===== src/rtl/axis_i2s_tx.sv =====
// rtl/axis_i2s_tx.sv - AXIS stereo-pair sink serialised onto a Philips I2S transmitter
// Runs on MCLK; one stereo pair per 2^FRAME_BITS clk frame, with double buffering.
module axis_i2s_tx #(
    parameter int DATA_WIDTH = 24,
    parameter int FRAME_BITS = 8
) (
    input  logic                  clk,
    input  logic                  reset,
    input  logic [DATA_WIDTH-1:0] s_axis_data,
    input  logic                  s_axis_valid,
    output logic                  s_axis_ready,
    input  logic                  s_axis_last,
    output logic                  i2s_sclk,
    output logic                  i2s_lrck,
    output logic                  i2s_sdata,
    output logic                  underrun
);

    localparam int SLOT_W = FRAME_BITS - 3;
    localparam int SLOTS  = 1 << SLOT_W;
    localparam int PAD    = SLOTS - 1 - DATA_WIDTH;

    logic [FRAME_BITS-1:0] cnt_q, cnt_d;
    logic                  sclk_q, sclk_d;
    logic                  lrck_q, lrck_d;
    logic                  sdata_q, sdata_d;
    logic                  ready_q, ready_d;
    logic                  underrun_q, underrun_d;
    logic                  full_q, full_d;
    logic [DATA_WIDTH-1:0] stage_l_q, stage_l_d;
    logic [DATA_WIDTH-1:0] stage_r_q, stage_r_d;
    logic [DATA_WIDTH-1:0] active_l_q, active_l_d;
    logic [DATA_WIDTH-1:0] active_r_q, active_r_d;

    logic                  load;
    logic                  beat;
    logic [SLOT_W-1:0]     slot;
    logic [DATA_WIDTH-1:0] sample;
    logic [SLOTS-1:0]      word;

    always_comb begin
        cnt_d      = cnt_q + 1'b1;
        load       = &cnt_q;
        beat       = s_axis_valid && ready_q;

        stage_l_d  = stage_l_q;
        stage_r_d  = stage_r_q;
        active_l_d = active_l_q;
        active_r_d = active_r_q;
        full_d     = full_q;

        // Load and an accepted right beat never collide while full, since ready is low then.
        if (load) begin
            if (full_q) begin
                active_l_d = stage_l_q;
                active_r_d = stage_r_q;
                full_d     = 1'b0;
            end else begin
                active_l_d = '0;
                active_r_d = '0;
            end
        end

        if (beat) begin
            if (s_axis_last) begin
                stage_r_d = s_axis_data;
                full_d    = 1'b1;
            end else begin
                stage_l_d = s_axis_data;
            end
        end

        ready_d    = ~full_d;
        underrun_d = load && !full_q;
        sclk_d     = cnt_d[1];
        lrck_d     = cnt_d[FRAME_BITS-1];

        // Slot word is MSB-first with a leading zero for the one-bit I2S delay.
        slot    = cnt_d[FRAME_BITS-2:2];
        sample  = cnt_d[FRAME_BITS-1] ? active_r_q : active_l_q;
        word    = SLOTS'(sample) << PAD;
        sdata_d = sdata_q;
        if (cnt_q[1:0] == 2'b11) begin
            sdata_d = word[~slot];
        end
    end

    always_ff @(posedge clk or posedge reset) begin
        if (reset) begin
            cnt_q      <= '0;
            sclk_q     <= 1'b0;
            lrck_q     <= 1'b0;
            sdata_q    <= 1'b0;
            ready_q    <= 1'b0;
            underrun_q <= 1'b0;
            full_q     <= 1'b0;
            stage_l_q  <= '0;
            stage_r_q  <= '0;
            active_l_q <= '0;
            active_r_q <= '0;
        end else begin
            cnt_q      <= cnt_d;
            sclk_q     <= sclk_d;
            lrck_q     <= lrck_d;
            sdata_q    <= sdata_d;
            ready_q    <= ready_d;
            underrun_q <= underrun_d;
            full_q     <= full_d;
            stage_l_q  <= stage_l_d;
            stage_r_q  <= stage_r_d;
            active_l_q <= active_l_d;
            active_r_q <= active_r_d;
        end
    end

    assign s_axis_ready = ready_q;
    assign i2s_sclk     = sclk_q;
    assign i2s_lrck     = lrck_q;
    assign i2s_sdata    = sdata_q;
    assign underrun     = underrun_q;

endmodule


===== config.mk =====
export PLATFORM = sky130hd
export DESIGN_NAME = axis_i2s_tx
export DESIGN_NICKNAME = d
export VERILOG_FILES = /design/src/rtl/axis_i2s_tx.sv
export SDC_FILE = /design/constraint.sdc
export NUM_CORES = 1
export LEC_CHECK = 0
export BUFFER_PORTS_ARGS = -buffer_cell sky130_fd_sc_hd__buf_2
export CAP_MARGIN = 25
export CORE_MARGIN = 2
export CORE_UTILIZATION = 60
export CTS_BUF_LIST = sky130_fd_sc_hd__clkbuf_4 sky130_fd_sc_hd__clkbuf_8
export CTS_CLUSTER_DIAMETER = 150
export DETAILED_ROUTE_END_ITERATION = 10
export PLACE_DENSITY = 0.82
export SLEW_MARGIN = 20
export SYNTH_ARGS = -nofsm -noshare
export SYNTH_HDL_FRONTEND = slang
export SYNTH_SLANG_ARGS = --single-unit

===== constraint.sdc =====
create_clock -name clk -period 4.5 [get_ports clk]
set_input_delay 0.675 -clock clk [delete_from_list [all_inputs] [get_ports clk]]
set_output_delay 0.675 -clock clk [all_outputs]
set_load 0.05 [all_outputs]

==> metrics, run 1 <==
status complete, no violations; row cnt 32; ys flop type dfrtp_1; vias in the first global route roughly 3,200; Cell Area, Synth 4750 um^2; WL per Instance 15.9 um; I/O pin total 33; H-tree lvl count 3; Root Buffer clkbuf_8; Rel. slew slack roughly two thirds; Setup Skew 0.00975 ns; Core ar. 7690 um^2; Worst Path Arrival 3.10 ns; Clock Path Buffers 2; 1st-iter DRT viols 236; Layout area overhead 8.91%; first-pass GRT wire length 15,800 um; Final setup viols 0; maxcap violations 0; buffer count from post-CTS setup fixing 0; most common cell in the synthesized netlist nand2_1; setup slack after placement 1.68 ns; post-route setup slack 1.64 ns; Port Buf Inserts 32; Seq/Total Area, Yosys between 50% and 60%; top post-synthesis cells by area dfrtp_1 57%, mux2_2 13%, nand2_1 9.4%; Tcrit/Tclk final a little under two thirds; minimum clock period 2.86 ns; Fmax 350 MHz; worst skew pair latency approximately 0.37 ns; number of enable flip-flop cells after synthesis 0; GRT overflow 0; Worst setup SP type flip-flop; cell taking the most area after synthesis dfrtp_1; 1st-pass router iterations 5; CTS clk-pin slew, worst paths 0.11 ns; hold_buf cts 0; drt total wl approximately 9100 um; syn_nets 471; share of layout cells above drive strength 1 24.1%; Synth Instances 442; DR vias/cell 5.65; Tightest Hold Check Type input pin to async pin; Synth warnings 0; endpoints failing hold 0; Ant. Diodes 0; Nets 494; Die Area 8640 um^2; Req. time, crit path roughly 4.8 ns; clock sink count 108; register-to-register setup slack 1.64 ns; Cell Pwr Density 313 nW/um^2; Lkg Pwr about 2.4 nW; pin count of the biggest net entering global routing slightly above 80; Commonest cells post-synth 119 x nand2_1, 108 x dfrtp_1, 53 x mux2_2, 50 x o21ai_0, 20 x clkbuf_1; Worst Path Max Fanout 21; CTS buffer count 9; post-DP HPWL 6180 um; Crit Path Class flip-flop to flip-flop; unrepaired setup endpoints after global routing false; # DRC 0; Worst-Margin Slew 0.491 ns; post-cts resize count 0; starting density of the core between 60% and 70%; CP Capture Type flip-flop; Slew Viols, Final 0; asr flop ratio synth 100%; CTS tree built; syn_area_per_cell around 11 um^2; #FFs+latches synth 108; Worst VDD drop 0.000218 V; Vias 3,229; Placer Congestion between 0.9 and 1; setup TNS 0 ns; Synth cell types 44; Total GRT Usage 23.4%; initial antenna violation count 0; DRT antenna net count 0; Die X 93.0 um; die height roughly 93 um; area share of the largest cell type after synthesis 56.9%
cell usage in the layout (no fill, tap or decap), types with 2 or more instances in the layout:
cell type,count
nand2_1,119
dfrtp_1,108
mux2_2,53
o21ai_0,50
buf_2,32
nor2_1,13
mux2i_1,11
clkbuf_8,9
inv_1,8
buf_4,7
nand3_1,5
xnor2_1,5
nand4_1,4
a32oi_1,4
o22ai_1,3
inv_4,2
and3_1,2
o31a_1,2
a21oi_1,2
inv_6,2
critical path, cell delays in order, from the launching register on:
cell,delay (ns)
dfrtp_1,0.55
nand4_4,0.14
or3_1,0.39
and2_4,0.23
inv_4,0.23
mux2_2,0.37
a222oi_1,0.37
o32a_1,0.19
and3_1,0.16
o311ai_2,0.08
routing by layer:
layer	GRT usage [%]	wire, um	vias up
met5	0	0	-
met4	5.88	94	0
met3	4.39	276	9
met2	38.3	4570	54
met1	32.8	4160	1607
li1	-	-	1559
report_power, final:
part           switching [mW]  internal (mW)
Clock                   0.344          0.267
Combinational          0.0241         0.0120
Sequential                  0          0.970
flip-flops by register name, indices dropped and copies added (netlist names):
register,flops
active_l_q,24
active_r_q,24
cnt_q,8
full_q,1
i2s_sdata,1
s_axis_ready,1
stage_l_q,24
stage_r_q,24
underrun,1
kinds of logic (layout without fill, tap and decap cells):
kind of cell / Yosys count / count (layout) / synth area share (%)
and+or+nand+nor: 152 / 152 / 13.4
adders and majority gates: 1 / 1 / 0.264
DFF: 108 / 108 / 56.9
buffers and inverters: 38 / 65 / 4.09
xor gates and xnor gates: 6 / 6 / 1.11
AOI/OAI and AO/OA: 73 / 73 / 9.36
muxes: 64 / 64 / 14.9
path summary, 6_finish.rpt:
kind | start | to | cells past startpoint
min reg2reg | active_l_q[12]$_DFFE_PP0P_ | active_l_q[12]$_DFFE_PP0P_ | 2
max | cnt_q[2]$_DFF_PP0_ | i2s_sdata$_DFFE_PP0P_ | 9
max reg2reg | cnt_q[2]$_DFF_PP0_ | i2s_sdata$_DFFE_PP0P_ | 9
min in group clk | active_l_q[12]$_DFFE_PP0P_ | active_l_q[12]$_DFFE_PP0P_ | 2
max in group asynchronous | reset | active_r_q[1]$_DFFE_PP0P_ | 3
min | reset | stage_r_q[21]$_DFFE_PP0P_ | 2
final cells by class:
type	instances	area (um^2)
Multi-Input combinational cell	296	1850
Sequential cell	108	2700
Timing Repair Buffer	40	240
Fill cell	619	2520
Inverter	10	42.5
Clock buffer	9	124
Clock inverter	6	82.6
Tap cell	102	128
stage by stage:
step / utilization [%] / instances / hold WS, ns / power [mW] / instance area, um^2
floorplan: - / 442 / 0.444 / 1.00 / 4750
global placement: 64.2 / 555 / 0.464 / 1.02 / 4940
detailed placement: 64.2 / 555 / 0.476 / 1.02 / 4940
CTS: 66.9 / 570 / 0.499 / 1.63 / 5140
global route: 67.3 / 571 / 0.255 / 1.67 / 5170
finish: 67.3 / 571 / 0.245 / 1.62 / 5170
No activity file was read; power rests on OpenSTA's default activity.
==> run 2, diff against run 1 <==
Clock period 4.5 ns to 2.79 ns, I/O delays scaled along.
==> run 2 against run 1 <==
  * Wire length is 1.0% lower
  * Global-route usage is 0.13 points lower
  * Critical path depth stayed put
  * Clock-buffer cell count stayed put
  * Cell count is 1.4% higher
  * Clock power is 73% higher
  * First-iteration DRC count is 5.9% lower
  * Core utilization is 0.96 points higher
  * Fmax is 8.6% higher
  * Non-clock buffer count is 7 higher
  * Setup slack worse by 1.5 ns
  * Critical path type unchanged
==> metrics, run 2 (synthesis results as in run 1) <==
Core ar. 7690 um^2 (unchanged); Worst setup SP type flip-flop; Root Buffer clkbuf_8; DR vias/cell 5.55 (-1.8%); pin count of the biggest net entering global routing 66 (-20%); buffer count from post-CTS setup fixing 0 (unchanged); I/O pin total 33 (unchanged); worst skew pair latency 0.37 ns (about the same); Setup Skew 0.00934 ns (-0.000416 ns); minimum clock period 2.63 ns (-0.225 ns); post-DP HPWL 6380 um (+3.2%); endpoints failing hold 0 (unchanged); Worst VDD drop 0.000359 V (+64%); Layout area overhead 10.5%; Total Power 2.68 mW (+66%); register-to-register setup slack 0.16 ns (-1.48 ns); Tcrit/Tclk final 94.3% (+31 points); Cell Pwr Density 511 nW/um^2 (+63%); leading cell type in the layout, fill and taps excluded nand2_1; vias in the first global route 3,204 (-0.77%); drt total wl 9000 um (-1.0%); share of layout cells above drive strength 1 25.6% (+1.5 points); CP Buf/Inv Count 1 (unchanged); post-route setup slack 0.159 ns (-1.48 ns); Worst path depth 9 (unchanged); post-cts resize count 0 (unchanged); Final Core Density 68.2% (+0.96 points); Worst-Margin Slew 0.903 ns (+0.412 ns); CP top delay family simple AND/OR/NAND/NOR gates; CTS buffer count 9 (unchanged); maxcap violations 0 (unchanged); met1 WL 4170 um (+0.34%); status complete, no violations; CP max stage delay 0.41 ns (-0.14 ns); Placer Congestion 0.907 (-6.0%); Ant. Diodes 0 (unchanged); R2R Path Start cnt_q[5]$_DFF_PP0_; Fin Hold WS 0.209 ns (-0.0361 ns); clock sink count 108 (unchanged); hold_buf cts 0 (unchanged); Met2 Wirelength 4310 um (-5.7%); commonest cells after routing, fill and taps aside 119 x nand2_1, 108 x dfrtp_1, 53 x mux2_2; initial antenna violation count 0 (unchanged); setup slack after placement 0.222 ns (-1.46 ns); Die X 93.0 um (unchanged); WL per Instance 15.5 um (-2.4%); starting density of the core 61.8% (unchanged); Total GRT Usage 23.3% (-0.13 points); crit-path cells nand4_4 > or3_1 > and2_4 > inv_4 > mux2_2 > a222oi_1 > o32a_1 > and3_1 > o311ai_2; first-pass GRT wire length 15,600 um (-1.2%); die height 93.0 um (unchanged); 1st-pass router iterations 4 (-1); Vias 3,215 (-0.43%); R2R cell count 9 (unchanged); Tightest Hold Check Type input pin to async pin; Fill cells 602 (-2.7%); Lkg Pwr 2.42 nW (+1.7%); CTS clk-pin slew, worst paths 0.10 ns (about the same); DRT antenna net count 0 (unchanged); Crit Path Class flip-flop to flip-flop; Worst Path Max Fanout 13 (-38%); Req. time, crit path 3.03 ns (-1.72 ns); Rel. slew slack 39.8% (-27 points); unrepaired setup endpoints after global routing false; Final setup viols 0 (unchanged); setup TNS 0 ns (unchanged); Die Area 8640 um^2 (unchanged); GRT overflow 0 (unchanged); Fmax 380 MHz (+8.6%); Port Buf Inserts 32 (unchanged); Clock Path Buffers 2 (unchanged); FF+latch area 2700 um^2 (unchanged); CP Capture Type flip-flop; routed wire length on met3 364 um (+32%); Setup crit end i2s_sdata$_DFFE_PP0P_; 1st-iter DRT viols 222 (-5.9%); crit path launch cnt_q[5]$_DFF_PP0_; row cnt 32 (unchanged); Reg-to-Reg End i2s_sdata$_DFFE_PP0P_; H-tree lvl count 3 (unchanged); Slew Viols, Final 0 (unchanged); # DRC 0 (unchanged); CTS tree built; CP max stage cell dfrtp_1; multi-input logic area 1860 um^2 (+0.41%); Nets 501 (+1.4%); Worst Path Arrival 2.87 ns (-0.23 ns); Top Metal Used met4
==> run 2: routing by layer <==
layer,global-route usage [%],vias up
met5,0,-
met4,7.23,0
met3,6.02,13
met2,36.6,64
met1,32.3,1574
li1,-,1564
==> run 2: area by class of cell <==
class / instances / area share, %
repair buffers: 47 / 5.44
flip-flops and latches: 108 / 51.5
multi-input cells: 296 / 35.4
clock inverters: 7 / 1.96
inverters: 10 / 0.835
well taps: 102 / 2.43
clock buffers: 9 / 2.36
==> run 2: worst register-to-register path, cell delays in order, from the launching register on <==
cell      delay (ns)
dfrtp_1         0.41
nand4_4         0.12
or3_1           0.40
and2_4          0.24
inv_4           0.18
mux2_2          0.36
a222oi_1        0.38
o32a_1          0.18
and3_1          0.15
o311ai_2        0.08
==> run 2: worst min-delay path by stage <==
stage	start	to	cells after the start
after floorplan	active_l_q[23]$_DFFE_PP0P_	active_l_q[23]$_DFFE_PP0P_	2
after global placement	active_l_q[18]$_DFFE_PP0P_	active_l_q[18]$_DFFE_PP0P_	2
after detailed placement	active_r_q[8]$_DFFE_PP0P_	active_r_q[8]$_DFFE_PP0P_	2
after CTS	reset	stage_r_q[21]$_DFFE_PP0P_	2
after global routing	reset	stage_r_q[21]$_DFFE_PP0P_	2
final	reset	stage_r_q[21]$_DFFE_PP0P_	2
==> run 2: per-stage QoR <==
stage	area, um^2	instances
floorplan	4760	442
global placement	5020	563
detailed placement	5020	563
CTS	5240	579
global route	5240	579
finish	5240	579
==> run 2: power breakdown <==
part / switching, mW / internal, mW / leakage, nW
combinational: 0.0390 / 0.0192 / 0.815
clock: 0.540 / 0.518 / 0.111
sequential: 0 / 1.56 / 1.49
==> run 3, diff against run 2 <==
Settings changed: CORE_UTILIZATION 60 to 56, CTS_CLUSTER_DIAMETER 150 to 50, HOLD_SLACK_MARGIN from default to 0.03, PLACE_DENSITY 0.82 to 0.81.
Clock period 2.79 ns to 2.4 ns, I/O delays scaled along.
==> run 3 against run 2 <==
  * Sequential cell count did not move
  * Clock power increased by 11%
  * Cell count up 3.1%
  * Total power grew 14%
  * Worst hold slack worse by 0.084 ns
  * Global-route usage shrank 0.80 points
  * Die area rose by 6.8%
  * Register-to-register slack worse by 0.15 ns
  * Sequential share of layout area fell by 1.9 points
  * Critical path type unchanged
  * Highest routed layer unchanged
==> metrics, run 3 (synthesis results as in run 1) <==
R2R cell count 9 (unchanged); unrepaired setup endpoints after global routing true; Inst Count DP 571 (+1.4%); Final setup viols 0 (unchanged); Post-Layout Cell Count 597 (+3.1%); status complete, no violations; register-to-register setup slack 0.01 ns (-0.15 ns); vias in the first global route 3,242 (+1.2%); 1st-iter DRT viols 250 (+13%); Die Area 9230 um^2 (+6.8%); Core ar. 8220 um^2 (+6.9%); die height 96.1 um (+3.4%); Layout area overhead 14.8%; R2R Path Start cnt_q[4]$_DFF_PP0_; FF+latch area 2710 um^2 (about the same); # DRC 0 (unchanged); Root Buffer clkbuf_8; crit path launch cnt_q[4]$_DFF_PP0_; Slew Viols, Final 0 (unchanged); pin count of the biggest net entering global routing 109 (+65%); minimum clock period 2.39 ns (-0.244 ns); Ant. Diodes 0 (unchanged); starting density of the core 57.8% (-4.0 points); first-pass GRT wire length 15,800 um (+1.7%); Reg-to-Reg End i2s_sdata$_DFFE_PP0P_; clock sink count 108 (unchanged); CTS clk-pin slew, worst paths 0.11 ns (about the same); commonest cells after routing, fill and taps aside 118 x nand2_1, 106 x dfrtp_1, 52 x mux2_2; Tcrit/Tclk final 99.5% (+5.2 points); maxcap violations 0 (unchanged); Tightest Hold Check Type input pin to async pin; Vias 3,304 (+2.8%); Setup Skew 0.0128 ns (+0.00345 ns); Worst VDD drop 0.000454 V (+27%); GRT overflow 0 (unchanged); Crit Path Class flip-flop to flip-flop; Total GRT Usage 22.5% (-0.80 points); Fill cells 597 (-0.83%); share of layout cells above drive strength 1 29.9% (+4.3 points); CTS buffer count 9 (unchanged); CP Capture Type flip-flop; Req. time, crit path 2.64 ns (-0.39 ns); initial antenna violation count 0 (unchanged); row cnt 33 (+3.1%); CTS tree built; Worst Path Max Fanout 5 (-8); Fmax 419 MHz (+10%); I/O pin total 33 (unchanged); DR vias/cell 5.53 (-0.33%); H-tree lvl count 3 (unchanged); Worst Path Arrival 2.62 ns (-0.25 ns); post-route setup slack 0.0129 ns (-0.146 ns); Port Buf Inserts 32 (unchanged); DRT antenna net count 0 (unchanged); Lkg Pwr 2.52 nW (+4.4%); Die X 96.1 um (+3.4%); post-DP HPWL 6250 um (-2.0%); drt total wl 9410 um (+4.5%); Nets 516 (+3.0%); Cell Pwr Density 561 nW/um^2 (+9.8%); worst skew pair latency 0.37 ns (about the same); Placer Congestion 0.909 (+0.17%); Rel. slew slack 63.2% (+23 points); setup TNS 0 ns (unchanged); endpoints failing hold 0 (unchanged); Worst setup SP type flip-flop; Worst-Margin Slew 0.552 ns (-0.351 ns); Post-DP Area 5110 um^2 (+1.9%); final instance area 5450 um^2 (+3.9%); Clock Path Buffers 2 (unchanged); setup slack after placement 0.0410 ns (-0.181 ns); multi-input logic area 1910 um^2 (+2.7%); leading cell type in the layout, fill and taps excluded nand2_1; 1st-pass router iterations 4 (unchanged); WL per Instance 15.8 um (+1.4%)
## run 3: layout make-up
| cell class | instances | share of cell area [%] |
|---|---|---|
| Multi-Input combinational cell | 296 | 35.0 |
| Clock inverter | 5 | 1.24 |
| Inverter | 10 | 0.850 |
| Clock buffer | 11 | 2.78 |
| Sequential cell | 108 | 49.6 |
| Timing Repair Buffer | 62 | 8.06 |
| Tap cell | 105 | 2.41 |
## run 3: where the power goes
part | internal [mW] | switching [mW] | leakage [nW]
sequential | 1.82 | 0 | 1.49
clock | 0.555 | 0.622 | 0.112
combinational | 0.0202 | 0.0439 | 0.923
total | 2.39 | 0.666 | 2.52
## run 3: worst max-delay path by stage
stage / to / slack [ns] / cells past startpoint
global placement: i2s_sdata$_DFFE_PP0P_ / 0.07 / 8
floorplan: i2s_sdata$_DFFE_PP0P_ / 0.006 / 9
global route: i2s_sdata$_DFFE_PP0P_ / -0.06 / 10
finish: i2s_sdata$_DFFE_PP0P_ / 0.01 / 9
detailed placement: i2s_sdata$_DFFE_PP0P_ / 0.04 / 9
CTS: i2s_sdata$_DFFE_PP0P_ / 0.01 / 8
## run 3: timing repair
item / in CTS / in global routing
resized for setup: 0 / 9
endpoints found under the setup margin: 0 / 1
setup buffers: 0 / 10
hold buffers: 0 / 0
## run 3: through the flow
stage | hold slack, ns | power, mW | utilization, %
2_1_floorplan | 0.444 | 1.88 | -
6_report | 0.125 | 3.06 | 66.3
5_1_grt | 0.166 | 3.16 | 66.3
3_5_place_dp | 0.471 | 1.92 | 62.3
4_1_cts | 0.158 | 3.08 | 64.9
3_3_place_gp | 0.465 | 1.92 | 62.3
## run 3: metal layers
layer / global-route usage [%] / up-vias / routed length [um]
met5: 0 / - / 0
met3: 4.23 / 16 / 313
li1: - / 1603 / -
met1: 31.9 / 1628 / 4330
met2: 35.4 / 57 / 4570
met4: 7.26 / 0 / 193
## run 3: critical path, cell delays in order (launching register included)
cell and delay (ns):
dfrtp_1 0.41, nand4_4 0.12, or3_4 0.40, and2_4 0.18, inv_6 0.08, mux2_2 0.34
a222oi_1 0.28, o32a_1 0.20, and3_4 0.17, o311ai_2 0.08
